### src/rtl/vend_pkg.sv
// Shared constants for the vending-machine credit block: credit width,
// coin values and the event-priority encoding.
package vend_pkg;

  localparam int unsigned CW  = 4;
  localparam int unsigned W5  = CW + 1;
  localparam int unsigned NEV = 5;

  localparam int unsigned NICKEL = 1;
  localparam int unsigned DIME   = 2;

  localparam int unsigned IDX_NIC  = 0;
  localparam int unsigned IDX_DIM  = 1;
  localparam int unsigned IDX_OBJ2 = 2;
  localparam int unsigned IDX_OBJ1 = 3;
  localparam int unsigned IDX_CH   = 4;

  // Winning event of a cycle; ch > obj1 > obj2 > dim > nic
  typedef enum logic [2:0] {
    EV_NONE,
    EV_NIC,
    EV_DIM,
    EV_OBJ2,
    EV_OBJ1,
    EV_CH
  } ev_t;

endpackage

### src/rtl/vend_if.sv
// Vending-machine user interface: coin/purchase/change request levels in,
// current credit out.
interface vend_if;
  import vend_pkg::*;

  logic          nic;
  logic          dim;
  logic          obj1;
  logic          obj2;
  logic          ch;
  logic [CW-1:0] coin;

  modport master (output nic, dim, obj1, obj2, ch, input coin);
  modport slave  (input nic, dim, obj1, obj2, ch, output coin);

endinterface

### src/rtl/vend_edge.sv
// Rising-edge detector for one request input, with an optional 2-flop
// synchronizer in front (enabled by macro VEND_INPUT_SYNC_EN).
module vend_edge (
  input  logic clk,
  input  logic rst_n,
  input  logic d,
  output logic rise
);

  logic s;
  logic prev;

`ifdef VEND_INPUT_SYNC_EN
  logic [1:0] sync;

  always_ff @(posedge clk or negedge rst_n) begin
    if (!rst_n) sync <= '1;
    else        sync <= {sync[0], d};
  end

  assign s = sync[1];
`else
  assign s = d;
`endif

  // Previous sample resets high so a level held through reset is not an edge
  always_ff @(posedge clk or negedge rst_n) begin
    if (!rst_n) prev <= 1'b1;
    else        prev <= s;
  end

  assign rise = s & ~prev;

endmodule

### src/rtl/vend.sv
// Vending-machine credit tracker: one edge detector per input, priority
// resolution of simultaneous events, saturating credit register on coin.
module vend
  import vend_pkg::*;
#(
  parameter int PRICE1     = 3,
  parameter int PRICE2     = 2,
  parameter int MAX_CREDIT = 15
) (
  input  logic   clk,
  input  logic   rst_n,
  vend_if.slave  bus
);

  localparam logic [W5-1:0] P1   = W5'(PRICE1);
  localparam logic [W5-1:0] P2   = W5'(PRICE2);
  localparam logic [W5-1:0] MAXC = W5'(MAX_CREDIT);

  logic [NEV-1:0] lvl;
  logic [NEV-1:0] rise;
  logic [CW-1:0]  credit;
  logic [CW-1:0]  credit_nx;
  logic [W5-1:0]  c5;
  ev_t            ev;

  assign lvl[IDX_NIC]  = bus.nic;
  assign lvl[IDX_DIM]  = bus.dim;
  assign lvl[IDX_OBJ2] = bus.obj2;
  assign lvl[IDX_OBJ1] = bus.obj1;
  assign lvl[IDX_CH]   = bus.ch;

  for (genvar i = 0; i < NEV; i++) begin : g_edge
    vend_edge u_edge (
      .clk  (clk),
      .rst_n(rst_n),
      .d    (lvl[i]),
      .rise (rise[i])
    );
  end

  always_comb begin
    ev = EV_NONE;
    if      (rise[IDX_CH])   ev = EV_CH;
    else if (rise[IDX_OBJ1]) ev = EV_OBJ1;
    else if (rise[IDX_OBJ2]) ev = EV_OBJ2;
    else if (rise[IDX_DIM])  ev = EV_DIM;
    else if (rise[IDX_NIC])  ev = EV_NIC;
  end

  // Widened by one bit so credit+coin cannot wrap before the limit compare
  always_comb begin
    c5        = {1'b0, credit};
    credit_nx = credit;
    unique case (ev)
      EV_CH:   credit_nx = '0;
      EV_OBJ1: if (c5 >= P1) credit_nx = CW'(c5 - P1);
      EV_OBJ2: if (c5 >= P2) credit_nx = CW'(c5 - P2);
      EV_DIM:  if (c5 + W5'(DIME) <= MAXC)   credit_nx = CW'(c5 + W5'(DIME));
      EV_NIC:  if (c5 + W5'(NICKEL) <= MAXC) credit_nx = CW'(c5 + W5'(NICKEL));
      default: credit_nx = credit;
    endcase
  end

  always_ff @(posedge clk or negedge rst_n) begin
    if (!rst_n) credit <= '0;
    else        credit <= credit_nx;
  end

  assign bus.coin = credit;

endmodule

### src/flat_wrapper.sv
// flat-port wrapper written by rule: the top's interface ports become plain ports
module vend_flat import vend_pkg::*;
#(
  parameter int PRICE1     = 3,
  parameter int PRICE2     = 2,
  parameter int MAX_CREDIT = 15
)
  (clk, rst_n, bus_nic, bus_dim, bus_obj1, bus_obj2, bus_ch, bus_coin);
  vend_if bus_i ();
  input  logic clk;
  input  logic rst_n;
  input wire logic [$bits(bus_i.nic)-1:0] bus_nic;
  input wire logic [$bits(bus_i.dim)-1:0] bus_dim;
  input wire logic [$bits(bus_i.obj1)-1:0] bus_obj1;
  input wire logic [$bits(bus_i.obj2)-1:0] bus_obj2;
  input wire logic [$bits(bus_i.ch)-1:0] bus_ch;
  output wire logic [$bits(bus_i.coin)-1:0] bus_coin;
  assign bus_i.nic = bus_nic;
  assign bus_i.dim = bus_dim;
  assign bus_i.obj1 = bus_obj1;
  assign bus_i.obj2 = bus_obj2;
  assign bus_i.ch = bus_ch;
  assign bus_coin = bus_i.coin;
  vend #(.PRICE1(PRICE1), .PRICE2(PRICE2), .MAX_CREDIT(MAX_CREDIT)) u_core (.clk(clk), .rst_n(rst_n), .bus(bus_i));
endmodule
### config.mk
export PLATFORM = sky130hd
export DESIGN_NAME = vend_flat
export DESIGN_NICKNAME = d
export VERILOG_FILES = /design/src/rtl/vend_pkg.sv /design/src/rtl/vend_if.sv /design/src/rtl/vend_edge.sv /design/src/rtl/vend.sv /design/src/flat_wrapper.sv
export SDC_FILE = /design/constraint.sdc
export NUM_CORES = 1
export LEC_CHECK = 0
export CAP_MARGIN = 20
export CORE_ASPECT_RATIO = 1.75
export CORE_MARGIN = 3
export CORE_UTILIZATION = 25
export CTS_BUF_LIST = sky130_fd_sc_hd__clkbuf_8 sky130_fd_sc_hd__clkbuf_16
export CTS_CLUSTER_SIZE = 30
export DETAILED_ROUTE_END_ITERATION = 7
export DONT_BUFFER_PORTS = 1
export PLACE_DENSITY = 0.46
export SYNTH_ARGS = -nofsm -noshare
export SYNTH_HDL_FRONTEND = slang
export SYNTH_SLANG_ARGS = --single-unit
### constraint.sdc
create_clock -name clk -period 4.55 [get_ports clk]
set_input_delay 0.6825 -clock clk [delete_from_list [all_inputs] [get_ports clk]]
set_output_delay 0.6825 -clock clk [all_outputs]
set_load 0.1 [all_outputs]
Word-level counts from Yosys, hierarchy flattened. Cells that the tools add are included.

Input bits: 7. Output and inout port bits: 4. Register bits: 9. Word-level logic and storage cells: 45.

Bitwise gates (word level): 10. Reductions and logical operators: 2. Eq/ne operators: 9. Magnitude comparators: 4. $add $sub $neg: 4. Multiplexer cells: 10.

Operators by type and width (count): 4-bit one-hot mux with 5 select lines (1); 4-bit two-way mux (4); 3-bit two-way mux (4); 5-bit by 4-bit <= comparator with 1-bit output (second input constant) (2); 4-bit by 2-bit greater-or-equal comparator with 1-bit output (second input constant) (2); 2-bit by 1-bit != test with 1-bit output (second input constant) (4); 4-bit by 2-bit subtractor with 4-bit output (second input constant) (2); 3-bit by 2-bit equality test with 1-bit output (second input constant) (2); 3-bit equality test (second input constant) (2); 4-bit by 1-bit adder with 5-bit output (second input constant) (1); 4-bit by 2-bit adder with 5-bit output (second input constant) (1); 1-bit bitwise AND (5); 1-bit inverter (5); 5-bit AND reduction (1); 5-bit nonzero test (1); 3-bit by 1-bit equality test with 1-bit output (second input constant) (1); 1-bit two-way mux (1).

Depth between registers and ports, before layout. Gate-level depths: netlist (run 1).

Depth after elaboration: 10. Gate-level depth with buffers: 7. Gate-level depth less buffers: 7.

Cells and area by module. From an unflattened synthesis (run 1), not the netlist that was laid out.

Cell total of the unflattened synthesis: 75. Area, all modules: 763.2 µm².

By module, submodules not included: vend (instances 1, sequential area each 100.1 µm², cells each 65, area an instance 563.0 µm²); vend_edge (instances 5, sequential area each 26.3 µm², cells each 2, area an instance 40.0 µm²).

Worst setup path before layout (run 1). Ideal clock, no wire load.

Kind: register to register. From: reg u_core.credit[0] (netlist: u_core.bus.coin[0]). To: reg u_core.credit[0] (netlist: u_core.bus.coin[0]). Arrival: 2.714 ns. Library setup time: 0.077 ns. Required time: 4.473 ns. Period minus slack after synthesis: 2.792 ns. Cell stages (with the launch flop): 8. Path buffers: 0. Setup slack: 1.758 ns. Cells stage by stage: dfrtp_1 > inv_1 > ha_1 > nor3_1 > maj3_2 > and4_4 > or4_1 > a21oi_1.

Cells in the longest elaborated chain, start to end: 4. Elaborated cells between the ends (all ways): 18. Classes of those cells: add/sub: 4; order compare: 4; eq/ne: 4; mux: 5; reduce/logical: 1.

Ends and longest elaborated chain: start, declared (line vend.sv:21) `logic [CW-1:0] credit;`; start signal, assigned (line vend.sv:66) `else credit <= credit_nx;`; 4-bit by 1-bit adder with 5-bit output or 4-bit by 2-bit adder with 5-bit output (tied branches) (line vend.sv:59, vend.sv:58); 5-bit by 4-bit <= comparator with 1-bit output (on tied branches) (line vend.sv:59, vend.sv:58); 2-bit by 1-bit != test with 1-bit output (no line); 5-bit AND reduction (no line).

Several ways; a longest one is shown, not always the timed one. The select of a mux whose other input is x is not followed. A chain may end at the register's enable or synchronous reset.

Worst setup path after layout (run 1). Ends and elaborated chain as after synthesis.

==> flow_summary.json, run 1 <==
{
  "cts_setup_buffers": 0,
  "postSynthAreaPerCell_um2": 8.80,
  "first_pass_iters": 4,
  "clk_pin_slew_ns": 0.05,
  "max_freq_mhz": 338,
  "drt-initial-drc-count": 17,
  "dpl.hpwl_um": 1480,
  "die_area_um2": 3750,
  "min_path_type": "in -> async",
  "cts-root-buf": "clkbuf_8",
  "critPathLaunchType": "flop",
  "pin_count": 11,
  "grt_max_degree": 11,
  "leakage_nw": 0.337,
  "tns_ns": 0,
  "grt_usage": 0.117,
  "yosysUniqueCellTypes": 35,
  "drc": 0,
  "crit_type": "reg -> reg",
  "nets": 105,
  "cts_hold_buf": 0,
  "initial_core_util": 0.272,
  "ctsResizeCount": 0,
  "syn_nets": 101,
  "final_common_cell": "ha_1",
  "cp_max_fo": 10,
  "hold_viol_final": 0,
  "clk_path_buf_depth": 2,
  "vias_per_cell": 5.97,
  "numCtsBuffers": 3,
  "yosysWarnings": 0,
  "grt_pass1_wl_um": 3200,
  "netlist_instances": 86,
  "worstPathRequired_ns": 4.71,
  "report.final.slew_viol_count": 0,
  "irDropWorstVdd_v": 0.000388,
  "cts_tree": "built",
  "synth_async_sr_flop_share": 1.00,
  "drive_above_1_share": 0.146,
  "finClkSkew_ns": 0.00326,
  "final_cell_mix": "8 x ha_1, 7 x nand2_1, 6 x nand2b_1",
  "yosysSeqAreaShare": 0.306,
  "rows": 25,
  "crit_buf_inv": 1,
  "overflow": 0,
  "fp.dieH_um": 78.8,
  "max_slew_margin": 0.239,
  "die_w_um": 47.6,
  "crit_chain": "inv_1, ha_1, nor3_1, maj3_2, and4_4, or4_1, a21oi_1",
  "grt_antenna_before_repair": 0,
  "period_minus_slack_ns": 2.95,
  "cpMaxStageDelayCell": "dfrtp_1",
  "core_area_um2": 2780,
  "critPathMaxStageDelay_ns": 1.09,
  "end_kind": "flop",
  "syn_to_final_growth_pct": 11.4,
  "synthFlopType": "dfstp_2",
  "timing.final.crit_share": 0.649,
  "wl_per_cell_um": 16.2,
  "cp.arrival_ns": 3.11,
  "synth_edf_count": 0,
  "num_antenna_cells": 0,
  "cts.sinks": 9,
  "route.vias.total": 693,
  "power.density_nw_per_um2": 622,
  "gp_congestion": 0.856,
  "fin_area_um2": 843,
  "max_cap_viol_count": 0,
  "htreeDepth": 1,
  "routed_wl_um": 1870,
  "grt_pass1_vias": 679,
  "tightest_slew_ns": 1.14,
  "setup_violations": 0,
  "critical_path.top_delay_family": "flip-flops",
  "dpl_cell_area_um2": 798,
  "synth-seq-cells": 9,
  "rsz0062_at_grt": "false",
  "synth.cell_area_um2": 757,
  "status": "finished clean",
  "clk_latency_ns": 0.23,
  "detail-route-antenna-nets": 0,
  "port_buffers": 0
}
-- synth_stat cells, types with 2 or more instances --
cell	n	share of area
o221ai_1	2	0.023
nor2b_1	5	0.041
dfrtp_1	4	0.13
dfstp_2	5	0.17
a31oi_1	2	0.017
nand4_1	4	0.033
nor3_1	3	0.020
inv_1	4	0.020
and4_1	3	0.035
nand3_1	5	0.033
nand2b_1	6	0.050
ha_1	8	0.13
o21ai_0	2	0.013
clkbuf_1	4	0.020
a21oi_1	3	0.020
nand2_1	7	0.035
-- cells by family (layout without fill, tap and decap cells) --
| kind of cell | count (synthesis) | in the layout | share of synthesized area |
|---|---|---|---|
| buffers and inverters | 8 | 11 | 0.0397 |
| xor gates and xnor gates | 1 | 1 | 0.0116 |
| AOI/OAI and AO/OA | 20 | 20 | 0.192 |
| adders and majority gates | 9 | 9 | 0.147 |
| DFF | 9 | 9 | 0.306 |
| and+or+nand+nor | 39 | 39 | 0.304 |
-- worst paths after layout --
path | startpoint | end | slack, ns | cells after the start
max in group asynchronous | rst_n | u_core.g_edge[3].u_edge.prev | 4.24 | 0
worst min register to register | u_core.g_edge[4].u_edge.prev | u_core.bus.coin[0] | 0.66 | 2
worst max-delay path | u_core.bus.coin[0] | u_core.bus.coin[0] | 1.60 | 7
worst min-delay path | rst_n | u_core.bus.coin[3] | 0.14 | 0
min in group clk | bus_dim | u_core.g_edge[1].u_edge.prev | 0.44 | 0
worst max register to register | u_core.bus.coin[0] | u_core.bus.coin[0] | 1.60 | 7
-- routing by layer --
metal	vias up	track usage	share of wire
met1	318	0.130	0.38
met3	12	0.0204	0.050
met4	0	0.0836	0.060
met2	27	0.188	0.51
met5	-	0	0
li1	336	-	-
-- stage by stage --
stage	setup WS [ns]	hold WS, ns	utilization	instances	power (mW)
2_1_floorplan	1.76	0.387	-	86	0.374
3_3_place_gp	1.65	0.387	0.287	112	0.437
3_5_place_dp	1.60	0.387	0.287	112	0.433
4_1_cts	1.59	0.138	0.303	116	0.528
5_1_grt	1.41	0.132	0.303	116	0.562
6_report	1.60	0.140	0.303	116	0.525
-- where the power goes --
group | internal [mW] | switching [mW]
logic | 0.0883 | 0.215
registers | 0.0982 | 0.0315
clock network | 0.0589 | 0.0330
-- sequential cells by signal, summed over array words and instances (netlist names) --
register / count
u_core.bus.coin: 4
u_core.g_edge.u_edge.prev: 5
-- final cells by class --
type                            instances  area (um^2)
Clock inverter                          1         3.75
Sequential cell                         9          231
Timing Repair Buffer                    3         22.5
Tap cell                               27         33.8
Clock buffer                            3         41.3
Multi-Input combinational cell         69          495
Fill cell                             285         1940
Inverter                                4         15.0
Power figures use the tool's default switching activity.
==> run 2, diff against run 1 <==
==> constraint.sdc (replaced) <==
create_clock -name clk -period 2.8 [get_ports clk]
set_input_delay 0.42 -clock clk [delete_from_list [all_inputs] [get_ports clk]]
set_output_delay 0.42 -clock clk [all_outputs]
set_load 0.1 [all_outputs]
==> run 2 against run 1 <==
Clock skew up 0.0013 ns. Maximum frequency up 30%. First-iteration DRC count up 59%. Non-clock buffer count up 2. Critical path depth unchanged. Largest cell class unchanged.
==> flow_summary.json, run 2 (synthesis results as in run 1) <==
{
  "status": "finished clean",
  "report.final.slew_viol_count": 0,
  "crit_type": "reg -> reg",
  "final_cell_mix": "8 x ha_1, 7 x nand2_1, 6 x nand2b_1",
  "grt_max_degree": 11,
  "die_area_um2": 3750,
  "fin_hold_ws_ns": 0.0214,
  "drive_above_1_share": 0.154,
  "setup_violations": 0,
  "regMostFlops": "u_core.g_edge.u_edge.prev",
  "period_minus_slack_ns": 2.27,
  "placed_cells": 113,
  "seq_area_um2": 231,
  "rsz0062_at_grt": "false",
  "gp_congestion": 0.902,
  "grt_usage": 0.134,
  "irDropWorstVdd_v": 0.000432,
  "fillers": 294,
  "wl_per_cell_um": 17.7,
  "overflow": 0,
  "min_path_type": "in -> async",
  "syn_to_final_growth_pct": 13.7,
  "max_slew_margin": 0.647,
  "max_cap_viol_count": 0,
  "htreeDepth": 1,
  "first_pass_iters": 4,
  "grt_pass1_wl_um": 3610,
  "largest_reg_flops": 5,
  "ctsResizeCount": 0,
  "timing.final.crit_share": 0.811,
  "cpMaxStageDelayCell": "dfrtp_1",
  "power.density_nw_per_um2": 1010,
  "rows": 25,
  "tightest_slew_ns": 0.529,
  "hold_viol_final": 0,
  "drt-initial-drc-count": 27,
  "worstPathRequired_ns": 2.92,
  "p_sw_uw": 464,
  "num_antenna_cells": 0,
  "cts-root-buf": "clkbuf_8",
  "grt_antenna_before_repair": 0,
  "cp.arrival_ns": 2.39,
  "routed_wl_um": 2090,
  "end_kind": "flop",
  "clk_pin_slew_ns": 0.05,
  "clk_path_buf_depth": 2,
  "power_switching_share": 0.534,
  "combPwrFrac": 0.567,
  "p_int_uw": 406,
  "core_area_um2": 2780,
  "fp.dieH_um": 78.8,
  "dpl.hpwl_um": 1620,
  "dp_slack_ns": 0.542,
  "critPathLaunchType": "flop",
  "crit_chain": "inv_1, ha_1, nor3_1, maj3_2, nand4_1, and4_1, a211oi_1",
  "final_cells": 118,
  "route.vias.total": 715,
  "nets": 107,
  "max_freq_mhz": 441,
  "cts_tree": "built",
  "clk_latency_ns": 0.24,
  "drc": 0,
  "numCtsBuffers": 3,
  "final_common_cell": "ha_1",
  "initial_core_util": 0.272,
  "cp_max_fo": 10,
  "detail-route-antenna-nets": 0,
  "pin_count": 11,
  "port_buffers": 0,
  "vias_per_cell": 6.06,
  "seq_power_share": 0.257,
  "die_w_um": 47.6,
  "total_power_uw": 870,
  "finClkSkew_ns": 0.00457,
  "grt_pass1_vias": 772,
  "multi_input_area_um2": 495,
  "cts.sinks": 9,
  "power.share.clock": 0.176,
  "worst_slack_ns": 0.530,
  "critPathMaxStageDelay_ns": 0.52,
  "leakage_nw": 0.347,
  "tns_ns": 0
}
[run 2: changes by cell type in the layout (fill, tap and decap cells not counted)]
cell | previous run | this run
buf_4 | 3 | 4
dlygate4sd3_1 | 0 | 1
[run 2: routing by layer]
metal  share of wire  track usage  wire length (um)  vias up
li1                -            -                 -      340
met1            0.34        0.142               719      332
met2            0.53        0.218              1110       32
met3           0.059       0.0227               124       11
met4           0.062        0.102               130        0
met5               0            0                 0        -
[run 2: final timing paths]
path / startpoint / endpoint / slack, ns / cells past startpoint
min in group clk: bus_nic / u_core.g_edge[0].u_edge.prev / 0.18 / 0
min reg2reg: u_core.g_edge[4].u_edge.prev / u_core.bus.coin[0] / 0.69 / 2
max: u_core.bus.coin[0] / u_core.bus.coin[1] / 0.53 / 7
min: rst_n / u_core.g_edge[1].u_edge.prev / 0.02 / 0
max in group asynchronous: rst_n / u_core.bus.coin[0] / 2.07 / 1
max reg2reg: u_core.bus.coin[0] / u_core.bus.coin[1] / 0.53 / 7
[run 2: what timing repair did]
action                                 in CTS  in global routing
endpoints found under the hold margin       4                  0
buffers inserted                            0                  0
hold buffers                                1                  0
[run 2: area by class of cell]
type                       count  area share
clock inverter                 1     0.00436
inverter                       4      0.0174
multi-input combinational     69       0.576
clock buffer                   3      0.0480
timing repair buffer           5      0.0465
sequential                     9       0.269
tap                           27      0.0392
[run 2: power by group through the flow]
| stage | logic (mW) | clock network [mW] | registers [mW] |
|---|---|---|---|
| floorplan | 0.239 | 0 | 0.369 |
| global placement | 0.490 | 0 | 0.226 |
| detailed placement | 0.488 | 0 | 0.228 |
| CTS | 0.493 | 0.160 | 0.225 |
| global route | 0.536 | 0.166 | 0.232 |
| finish | 0.493 | 0.153 | 0.224 |
[run 2: critical path: cells and delay by family, from the launching register on]
family	cells	cell delay, ns
adders and majority gates	2	0.56
DFF	1	0.52
buffers and inverters	1	0.11
and+or+nand+nor	3	0.68
AOI/OAI and AO/OA	1	0.28
[run 2: stage by stage]
stage | cell area, um^2 | util
3_3_place_gp | 806 | 0.289
3_5_place_dp | 806 | 0.289
4_1_cts | 861 | 0.309
2_1_floorplan | 757 | -
5_1_grt | 861 | 0.309
6_report | 861 | 0.309
==> run 3, diff against run 2 <==
==> constraint.sdc (replaced) <==
create_clock -name clk -period 2.4 [get_ports clk]
set_input_delay 0.36 -clock clk [delete_from_list [all_inputs] [get_ports clk]]
set_output_delay 0.36 -clock clk [all_outputs]
set_load 0.1 [all_outputs]
==> run 3 against run 2 <==
Register-to-register slack worse by 0.27 ns. Utilization is 0.13 points higher. Critical path depth stayed put. Final cell count stayed put. Highest routed layer unchanged. First-iteration DRC count is 3.7% higher. Largest power group unchanged. Clock power is 15% higher. Maximum frequency is 5.9% higher. Sequential share of layout area is 0.32 points higher.
==> flow_summary.json, run 3 (synthesis results as in run 1) <==
{
  "grt_antenna_before_repair": 0,
  "drc": 0,
  "clk_path_buf_depth": 2,
  "die_w_um": 47.6,
  "grt_usage": 0.128,
  "dpl.hpwl_um": 1620,
  "numCtsBuffers": 3,
  "pin_count": 11,
  "hold_path_depth": 0,
  "min_path_type": "in -> reg",
  "max_freq_mhz": 467,
  "setup_violations": 0,
  "hold_viol_final": 0,
  "fillers": 290,
  "htreeDepth": 1,
  "seq_area_um2": 235,
  "tns_ns": 0,
  "rows": 25,
  "rrSetupSlack_ns": 0.26,
  "tightest_slew_ns": 0.535,
  "port_buffers": 0,
  "gp_congestion": 0.895,
  "period_minus_slack_ns": 2.14,
  "nets": 107,
  "detail-route-antenna-nets": 0,
  "crit_type": "reg -> reg",
  "overflow": 0,
  "worstPathRequired_ns": 2.56,
  "cp.arrival_ns": 2.30,
  "r2r-start": "u_core.bus.coin[0]",
  "final_cell_mix": "8 x ha_1, 7 x nand2_1, 6 x nand2b_1",
  "holdCritStartpoint": "bus_obj2",
  "max_slew_margin": 0.634,
  "finClkSkew_ns": 0.000532,
  "syn_to_final_growth_pct": 14.2,
  "drt-initial-drc-count": 28,
  "timing.final.crit_share": 0.893,
  "leakage_nw": 0.343,
  "dpl_cell_area_um2": 810,
  "num_antenna_cells": 0,
  "power.density_nw_per_um2": 1190,
  "fin_area_um2": 865,
  "critPathLaunchType": "flop",
  "reg2reg_depth": 7,
  "initial_core_util": 0.272,
  "ctsResizeCount": 0,
  "rr_endpoint": "u_core.bus.coin[0]",
  "vias_per_cell": 6.29,
  "whs_endpoint": "u_core.g_edge[2].u_edge.prev",
  "end_kind": "flop",
  "cts.sinks": 9,
  "routed_wl_um": 2060,
  "core_area_um2": 2780,
  "max_cap_viol_count": 0,
  "final_common_cell": "ha_1",
  "drive_above_1_share": 0.187,
  "grt_pass1_wl_um": 3530,
  "die_area_um2": 3750,
  "clk_latency_ns": 0.24,
  "regMostFlops": "u_core.g_edge.u_edge.prev",
  "status": "finished clean",
  "grt_max_degree": 11,
  "route.vias.total": 742,
  "cts_tree": "built",
  "fp.dieH_um": 78.8,
  "cp_max_fo": 10,
  "cts-root-buf": "clkbuf_8",
  "grt_pass1_vias": 791,
  "crit_start": "u_core.bus.coin[0]",
  "wl_per_cell_um": 17.4,
  "first_pass_iters": 4,
  "multi_input_area_um2": 495,
  "rsz0062_at_grt": "false",
  "report.final.slew_viol_count": 0,
  "largest_reg_flops": 5,
  "irDropWorstVdd_v": 0.000406,
  "clk_pin_slew_ns": 0.05
}
## run 3: power by group
part | total [mW] | switching, mW | internal [mW] | leakage [nW]
Clock | 0.176 | 0.0641 | 0.112 | 0.0269
Sequential | 0.264 | 0.0717 | 0.192 | 0.100
Combinational | 0.586 | 0.409 | 0.176 | 0.216
## run 3: repair_timing
item	in CTS	in global routing
endpoints found under the setup margin	0	0
endpoints found under the hold margin	9	0
setup buffers	0	0
hold buffers	1	0
## run 3: layer usage
layer,track usage,up-vias,wire [um]
li1,-,338,-
met1,0.131,367,748
met2,0.212,25,1100
met3,0.0204,12,100
met4,0.0970,0,113
met5,0,-,0
## run 3: final cells by class
class | instances | area share
clock buffer | 3 | 0.0478
clock inverter | 1 | 0.00434
inverter | 4 | 0.0174
multi-input combinational | 69 | 0.573
sequential | 9 | 0.272
tap | 27 | 0.0391
timing repair buffer | 5 | 0.0463
## run 3: stage by stage
stage	hold WS (ns)	util	setup slack [ns]	total power, mW	std cells
final	0.119	0.311	0.257	1.03	118
after floorplan	0.0644	-	-0.0295	0.713	86
after global placement	0.0647	0.291	0.312	0.842	113
after CTS	0.114	0.311	0.244	1.03	118
after detailed placement	0.0647	0.291	0.252	0.844	113
after global routing	0.111	0.311	0.0756	1.10	118
## run 3: worst max-delay path, cell delays in order (launching register included)
cell and delay (ns):
dfrtp_2 0.45, inv_1 0.08, ha_1 0.31, nor3_1 0.05, maj3_2 0.32, and4_4 0.20, or4_1 0.51, a21oi_1 0.15
## run 3: worst max-delay path by stage
stage                         endpoint  slack, ns  depth (start not counted)
floorplan           u_core.bus.coin[0]      -0.03                          7
global placement    u_core.bus.coin[1]       0.31                          6
detailed placement  u_core.bus.coin[1]       0.25                          7
CTS                 u_core.bus.coin[1]       0.24                          7
global route        u_core.bus.coin[1]       0.08                          7
finish              u_core.bus.coin[0]       0.26                          7
